### src/rtl/dmem_lsu.sv
// Load/store unit between the CPU datapath and a word-addressed data memory.
// Converts byte-addressed byte/halfword/word requests into single-cycle
// read and write strobes. Sub-word stores use read-modify-write. Load data
// is returned big-endian, with sign or zero extension.
module dmem_lsu #(
    parameter int ADDR_W = 9
) (
    input  logic        clk_i,
    input  logic        reset_i,
    input  logic        req_valid_i,
    output logic        req_ready_o,
    input  logic        req_write_i,
    input  logic [1:0]  req_size_i,
    input  logic        req_signed_i,
    input  logic [31:0] req_addr_i,
    input  logic [31:0] req_wdata_i,
    output logic        resp_valid_o,
    output logic [31:0] resp_rdata_o,
    output logic        resp_err_o,
    output logic [31:0] mem_address_o,
    output logic [31:0] mem_dataIn_o,
    output logic        mem_readmode_o,
    output logic        mem_writemode_o,
    input  logic [31:0] mem_dataOut_i
);

    typedef enum logic [2:0] {IDLE, RD, CAP, WR, RESP} state_t;

    state_t              state_q, state_d;
    logic                write_q, write_d;
    logic [1:0]          size_q, size_d;
    logic                signed_q, signed_d;
    logic [1:0]          off_q, off_d;
    logic [ADDR_W-1:0]   idx_q, idx_d;
    logic [31:0]         word_q, word_d;
    logic                err_q, err_d;
    logic [31:0]         rdata_q, rdata_d;

    logic                reqErr;
    logic [4:0]          byteShift;
    logic [4:0]          halfShift;
    logic [31:0]         shiftedByte;
    logic [31:0]         shiftedHalf;
    logic [31:0]         loadValue;
    logic [31:0]         laneMask;
    logic [31:0]         laneData;
    logic [31:0]         mergedWord;

    // Lane selection for the captured word: extraction for loads, merging for sub-word stores
    always_comb begin
        byteShift   = {~off_q, 3'b000};
        halfShift   = {~off_q[1], 4'b0000};
        shiftedByte = mem_dataOut_i >> byteShift;
        shiftedHalf = mem_dataOut_i >> halfShift;
        loadValue   = mem_dataOut_i;
        laneMask    = 32'h0000_0000;
        laneData    = 32'h0000_0000;
        case (size_q)
            2'b00: begin
                loadValue = signed_q ? {{24{shiftedByte[7]}}, shiftedByte[7:0]}
                                     : {24'h000000, shiftedByte[7:0]};
                laneMask  = 32'h0000_00FF << byteShift;
                laneData  = {24'h000000, word_q[7:0]} << byteShift;
            end
            2'b01: begin
                loadValue = signed_q ? {{16{shiftedHalf[15]}}, shiftedHalf[15:0]}
                                     : {16'h0000, shiftedHalf[15:0]};
                laneMask  = 32'h0000_FFFF << halfShift;
                laneData  = {16'h0000, word_q[15:0]} << halfShift;
            end
            default: begin
                loadValue = mem_dataOut_i;
            end
        endcase
        mergedWord = (mem_dataOut_i & ~laneMask) | (laneData & laneMask);
    end

    // Request legality: illegal size, misalignment, or address beyond the memory
    always_comb begin
        reqErr = 1'b0;
        if (req_size_i == 2'b11) begin
            reqErr = 1'b1;
        end
        if (req_size_i == 2'b01 && req_addr_i[0]) begin
            reqErr = 1'b1;
        end
        if (req_size_i == 2'b10 && req_addr_i[1:0] != 2'b00) begin
            reqErr = 1'b1;
        end
        if (|req_addr_i[31:ADDR_W+2]) begin
            reqErr = 1'b1;
        end
    end

    // Next-state logic: sequence IDLE -> (RD -> CAP) -> (WR) -> RESP per request
    always_comb begin
        state_d  = state_q;
        write_d  = write_q;
        size_d   = size_q;
        signed_d = signed_q;
        off_d    = off_q;
        idx_d    = idx_q;
        word_d   = word_q;
        err_d    = err_q;
        rdata_d  = rdata_q;
        case (state_q)
            IDLE: begin
                if (req_valid_i) begin
                    write_d  = req_write_i;
                    size_d   = req_size_i;
                    signed_d = req_signed_i;
                    off_d    = req_addr_i[1:0];
                    idx_d    = req_addr_i[ADDR_W+1:2];
                    word_d   = req_wdata_i;
                    if (reqErr) begin
                        err_d   = 1'b1;
                        rdata_d = 32'h0000_0000;
                        state_d = RESP;
                    end else begin
                        err_d   = 1'b0;
                        state_d = (req_write_i && req_size_i == 2'b10) ? WR : RD;
                    end
                end
            end
            RD: begin
                state_d = CAP;
            end
            CAP: begin
                if (write_q) begin
                    word_d  = mergedWord;
                    state_d = WR;
                end else begin
                    rdata_d = loadValue;
                    state_d = RESP;
                end
            end
            WR: begin
                rdata_d = 32'h0000_0000;
                state_d = RESP;
            end
            RESP: begin
                state_d = IDLE;
            end
            default: begin
                state_d = IDLE;
            end
        endcase
    end

    // State and datapath registers with synchronous reset
    always_ff @(posedge clk_i) begin
        if (reset_i) begin
            state_q  <= IDLE;
            write_q  <= 1'b0;
            size_q   <= 2'b00;
            signed_q <= 1'b0;
            off_q    <= 2'b00;
            idx_q    <= '0;
            word_q   <= 32'h0000_0000;
            err_q    <= 1'b0;
            rdata_q  <= 32'h0000_0000;
        end else begin
            state_q  <= state_d;
            write_q  <= write_d;
            size_q   <= size_d;
            signed_q <= signed_d;
            off_q    <= off_d;
            idx_q    <= idx_d;
            word_q   <= word_d;
            err_q    <= err_d;
            rdata_q  <= rdata_d;
        end
    end

    // Outputs decoded from the registered state, so strobes are glitch-free single-cycle pulses
    always_comb begin
        req_ready_o     = (state_q == IDLE) && !reset_i;
        resp_valid_o    = (state_q == RESP);
        resp_rdata_o    = rdata_q;
        resp_err_o      = err_q;
        mem_readmode_o  = (state_q == RD);
        mem_writemode_o = (state_q == WR);
        mem_dataIn_o    = (state_q == WR) ? word_q : 32'h0000_0000;
        mem_address_o   = 32'h0000_0000;
        if (state_q == RD || state_q == CAP || state_q == WR) begin
            mem_address_o = {{(32-ADDR_W){1'b0}}, idx_q};
        end
    end

endmodule
### config.mk
export PLATFORM = sky130hd
export DESIGN_NAME = dmem_lsu
export DESIGN_NICKNAME = d
export VERILOG_FILES = /design/src/rtl/dmem_lsu.sv
export SDC_FILE = /design/constraint.sdc
export NUM_CORES = 1
export LEC_CHECK = 0
export CAP_MARGIN = 0
export CORE_ASPECT_RATIO = 0.6
export CORE_MARGIN = 2
export CORE_UTILIZATION = 30
export CTS_CLUSTER_DIAMETER = 120
export DETAILED_ROUTE_END_ITERATION = 8
export GPL_TIMING_DRIVEN = 0
export PLACE_DENSITY_LB_ADDON = 0.12
export SLEW_MARGIN = 30
export SYNTH_ARGS = -nofsm -noshare
export SYNTH_HDL_FRONTEND = slang
export SYNTH_SLANG_ARGS = --single-unit
### constraint.sdc
create_clock -name clk_i -period 4.25 [get_ports clk_i]
set_clock_uncertainty 0.1 [all_clocks]
set_input_delay 0.6375 -clock clk_i [delete_from_list [all_inputs] [get_ports clk_i]]
set_output_delay 0.6375 -clock clk_i [all_outputs]
set_load 0.005 [all_outputs]
## Word-level counts from Yosys, hierarchy flattened

Cells that the tools add are included.
W data, S select, Z words.

- Muxes and demuxes: 24
- Shifts and indexed selects: 6
- Equality and inequality tests: 12
- Reductions and logical operators: 16
- Bitwise operators: 6

Operators with widths:

| kind | number |
|---|---|
| $mux W32 | 8 |
| $pmux W32 S2 | 4 |
| $pmux W32 S3 | 1 |
| $and A32 B32 Y32 | 2 |
| $not A32 Y32 | 1 |
| $or A32 B32 Y32 | 1 |
| $shl A16 B5 Y32 | 1 |
| $shl A16 B5 Y32 const A | 1 |
| $shl A8 B5 Y32 | 1 |
| $shl A8 B5 Y32 const A | 1 |
| $shr A32 B5 Y16 | 1 |
| $shr A32 B5 Y8 | 1 |
| $reduce_or A21 Y1 | 1 |
| $pmux W3 S4 | 1 |
| $mux W3 | 3 |
| $mux W9 | 1 |
| $ne A2 B2 Y1 const B | 4 |
| $eq A3 B2 Y1 const B | 2 |
| $mux W1 | 5 |
| $eq A2 B1 Y1 const B | 2 |
| $eq A2 B2 Y1 const B | 2 |
| $logic_and A1 B1 Y1 | 4 |
| $reduce_and A4 Y1 | 1 |
| $reduce_bool A2 Y1 | 2 |
| other kinds (12) | 13 |

- Output and inout bits: 101
- Bits in registers: 83
- Input port bits: 103
- Logic and storage cells: 73

## Depth between registers and ports, before layout

Gate-level depths: netlist (run 1).

- Word-level depth: 8
- Mapped depth: 8
- Mapped depth without buffers: 5

## Worst setup path before layout (run 1)

OpenSTA, ideal clock, no wires.

- Kind: input to register
- From: input req_addr_i[12]
- To: register rdata_q[7], in the netlist resp_rdata_o[7]
- Stages on the path: 6
- Slack: 2199 ps
- Required time: 4080 ps
- Arrival: 1881 ps
- Setup time: 70 ps
- Path buffers: 1
- Path through: nor4_1 -> and4_1 -> nand4_1 -> a21oi_4 -> buf_4 -> o2bb2ai_1

- Cells in the longest elaborated chain, start to end: 4

Ends and longest elaborated chain:

| what | line | text |
|---|---|---|
| from (decl) | 15 | `input logic [31:0] req_addr_i,` |
| $reduce_or A21 Y1 | 90 | `if (\|req_addr_i[31:ADDR_W+2]) begin` |
| $mux W1 | 90 |  |
| $ne A2 B2 Y1 (no line) | - |  |
| $reduce_and A4 Y1 (no line) | - |  |
| to (signal assigned) | 171 | `rdata_q <= rdata_d;` |
| to (decl) | 37 | `logic [31:0] rdata_q, rdata_d;` |

No other way between the ends.
A chain may end at the register's enable or synchronous reset.

## Final worst setup path (run 1)

- From: register state_q[0]
- To: output mem_dataIn_o[14]

- Cells in the longest elaborated chain, start to end: 2

Ends and longest elaborated chain:

| what | line | text |
|---|---|---|
| from (decl) | 29 | `state_t state_q, state_d;` |
| from (signal assigned) | 163 | `state_q <= state_d;` |
| $eq A3 B2 Y1 | 183 | `mem_dataIn_o = (state_q == WR) ? word_q : 32'h0000_0000;` |
| $mux W32 | 183 |  |
| to (decl) | 21 | `output logic [31:0] mem_dataIn_o,` |

No other way between the ends.

==> results.tsv, run 1 <==
metric	value	unit
Crit Path Max Fanout	10	
placed inst area	7100	um^2
clock buffer depth	2	
I/O pin cnt	204	
Post-synth EDFFs	0	
min cycle time layout	3.14	ns
RD Place Congestion	0.860	
final core occ	45.9	%
CTS clk-pin slew, worst paths	0.06	ns
area grow syn2layout	50.2	%
DRT Pass-1 Iters	7	
Setup TNS	0	ns
Max-slew headroom	50.2	%
later-pin clock latency in the skew report	0.34	ns
R2R setup slack	1.93	ns
status	complete, no violations	
Worst EP required	3.51	ns
Slew @ Worst Pin	0.742	ns
Buffers on Ports	179	
largest net degree at the start of global routing	14	
Hold Fails Final Rpt	0	
Placeable Area	16200	um^2
endpoints failing setup	0	
Hold Startpoint	word_q[20]	
postcts setup bufs	0	
WS Path Type	reg -> out	
type of origin of the critical path	flop	
Sw Share	26.2	%
Crit path arrival time	2.40	ns
CTS Buf Count	9	
Top Family by Delay on Critical Path	buffers and inverters	
CP max stage cell	clkdlybuf4s50_1	
number of buffers and inverters on the critical path	3	
Clock Sink Count	83	
Synth top cells by count	dfxtp_1, nand2_1, a21oi_1, and2_1, nor2b_1	
clock power share	42.6	%
DRC viols	0	
Primary FF master, synth	dfxtp_1	
hold_buf cts	0	
Hold EP	word_q[20]	
Final Cycle Share	73.9	%
power share of the sequential group	38.9	%
Reg2Reg Capture Point	word_q[8]	
vias per cell	5.22	
initial core utilization	30.6	%
most numerous cell in the Yosys netlist	dfxtp_1	
worst vdd ir	156	uV
Syn. warnings	0	
Worst Reg-to-Reg Cells	6	
routed len/inst	18.6	um
Max Cap Viol	0	
max-slew violations	0	
n_diodes	0	
share of cells above drive strength 1	10.3	%
Synth Instances	615	
DP Wirelength	15400	um
grt total ovfl	0	
Worst Hold Depth	2	
Yosys top cell area share	33.5	%
Mapped Area	4960	um^2
ys async rst share	0	%
CTS resizes	0	
first-pass GRT wire length	30000	um
fin nets	930	
FF+latch count, synth	83	
floorplan row count	36	
Crit Reg-Reg Startpoint	state_q[0]	
routed vias	5429	
Root Buffer	clkbuf_16	
DIE HEIGHT	104	um
critical path endpoint category	output port	
register area share after synthesis	33.5	%
htree depth	3	
CTS tree	yes	
Psw	0.557	mW
initial antenna violation count	0	
Logic pwr share	18.5	%
die width	170	um
RSZ-0062 raised after global routing	false	
post-route cell area	7450	um^2
leakage	2.69	nW
largest area contributor in the netlist	dfxtp_1	
critical-path cell list	buf_2 -> and3b_1 -> clkbuf_1 -> and2_1 -> clkdlybuf4s50_1	
Pwr per Cell Area	286	nW/um^2
synth top area cells	dfxtp_1, a21oi_1, nand2_1	
Hold Crit Class	reg -> reg	
vias in the first global route	5507	
Detailed Route WL	19400	um
Cell Int Power	1.57	mW
Distinct cells, synth	60	
Syn Area/Cell	8.07	um^2
DRT iter0 DRCs	403	
number of nets still failing antenna checks after routing	0	
Largest stage delay, worst path	0.50	ns
fmax	318	MHz
die footprint	17600	um^2
Worst setup startpoint	state_q[0]	
GR Util All Layers	21.8	%
-- flip-flops by register name, summed over array words and instances (netlist names) --
signal        count
idx_q             9
off_q             2
resp_err_o        1
resp_rdata_o     32
signed_q          1
size_q            2
state_q           3
word_q           32
write_q           1
-- cells by family after synthesis --
| group | Yosys count | share of synthesized area (%) |
|---|---|---|
| flops | 83 | 33.5 |
| compound gates | 201 | 29.2 |
| other cells | 1 | 0.0756 |
| mux | 9 | 2.24 |
| buf+inv | 80 | 9.05 |
| simple gates | 241 | 26.0 |
-- worst reg2reg max path, cell delays in order (launching register included) --
cell and delay (ns):
dfxtp_1 0.31, buf_2 0.18, nor4b_4 0.63, a21oi_1 0.14, nor2_1 0.57, o21ai_1 0.18
o2bb2ai_1 0.15
-- routing by layer --
| layer | share of wire (%) | vias to the layer above | GRT usage [%] | wire [um] |
|---|---|---|---|---|
| li1 | - | 2607 | - | - |
| met1 | 49 | 2561 | 30.5 | 9440 |
| met2 | 42 | 237 | 33.8 | 8110 |
| met3 | 8.0 | 24 | 5.81 | 1560 |
| met4 | 1.4 | 0 | 4.46 | 273 |
| met5 | 0 | - | 0 | 0 |
-- layout by cell type (no fill, tap or decap), types with 9 or more instances in the layout --
| master | count |
|---|---|
| a21oi_1 | 60 |
| nand2_1 | 76 |
| clkbuf_1 | 27 |
| buf_4 | 29 |
| o2bb2ai_2 | 10 |
| o21ai_0 | 25 |
| nand3_1 | 17 |
| and2_1 | 42 |
| conb_1 | 23 |
| a22oi_1 | 16 |
| clkbuf_16 | 9 |
| o211ai_1 | 9 |
| a22o_1 | 9 |
| dfxtp_1 | 83 |
| o22ai_1 | 9 |
| clkdlybuf4s50_1 | 179 |
| nor2b_1 | 34 |
| a311o_1 | 15 |
| buf_2 | 14 |
| a211oi_1 | 9 |
| o2bb2ai_1 | 14 |
| nor2_1 | 31 |
-- metrics by stage --
| stage | hold slack, ns | total power, mW | std cells | worst slack [ns] |
|---|---|---|---|---|
| after global routing | 0.360 | 2.21 | 1041 | 0.928 |
| after detailed placement | 0.342 | 1.23 | 1025 | 1.30 |
| after global placement | 0.339 | 1.23 | 1025 | 1.33 |
| final | 0.351 | 2.13 | 1041 | 1.11 |
| after CTS | 0.351 | 2.14 | 1041 | 1.09 |
| after floorplan | 0.327 | 1.04 | 637 | 2.20 |
-- worst max path at each step --
stage / to / slack (ns) / cells after the start
after floorplan: resp_rdata_o[7] / 2.20 / 6
after global placement: resp_rdata_o[7] / 1.33 / 7
after detailed placement: resp_rdata_o[7] / 1.30 / 7
after CTS: mem_dataIn_o[14] / 1.09 / 5
after global routing: mem_dataIn_o[13] / 0.93 / 5
final: mem_dataIn_o[14] / 1.11 / 5
-- power by group through the flow --
stage	clock network, mW	registers [mW]	logic (mW)
CTS	0.925	0.827	0.389
detailed placement	0	0.845	0.387
global placement	0	0.844	0.383
finish	0.908	0.828	0.394
floorplan	0	0.835	0.205
global route	0.951	0.831	0.427
-- cell type report --
class / instances / area (um^2)
multi-input cells: 474 / 2940
clock inverters: 3 / 67.6
clock buffers: 13 / 280
well taps: 209 / 262
repair buffers: 179 / 1790
plain buffers: 76 / 434
fillers: 1642 / 8760
flip-flops and latches: 83 / 1660
inverters: 4 / 15.0
Power figures use the tool's default switching activity.
==> inputs of run 2 (changes only) <==
==> constraint.sdc (replaced) <==
create_clock -name clk_i -period 3.25 [get_ports clk_i]
set_clock_uncertainty 0.1 [all_clocks]
set_input_delay 0.4875 -clock clk_i [delete_from_list [all_inputs] [get_ports clk_i]]
set_output_delay 0.4875 -clock clk_i [all_outputs]
set_load 0.005 [all_outputs]
==> results of run 2 <==
Same layout as run 1 (identical final DEF). Status: complete, no violations.
Main changes from that run: setup slack after placement 1.30 ns -> 0.451 ns; setup slack after layout 1.11 ns -> 0.258 ns; register-to-register setup slack 1.93 ns -> 0.93 ns; total power 2.13 mW -> 2.79 mW; worst IR drop on VDD 156 uV -> 204 uV
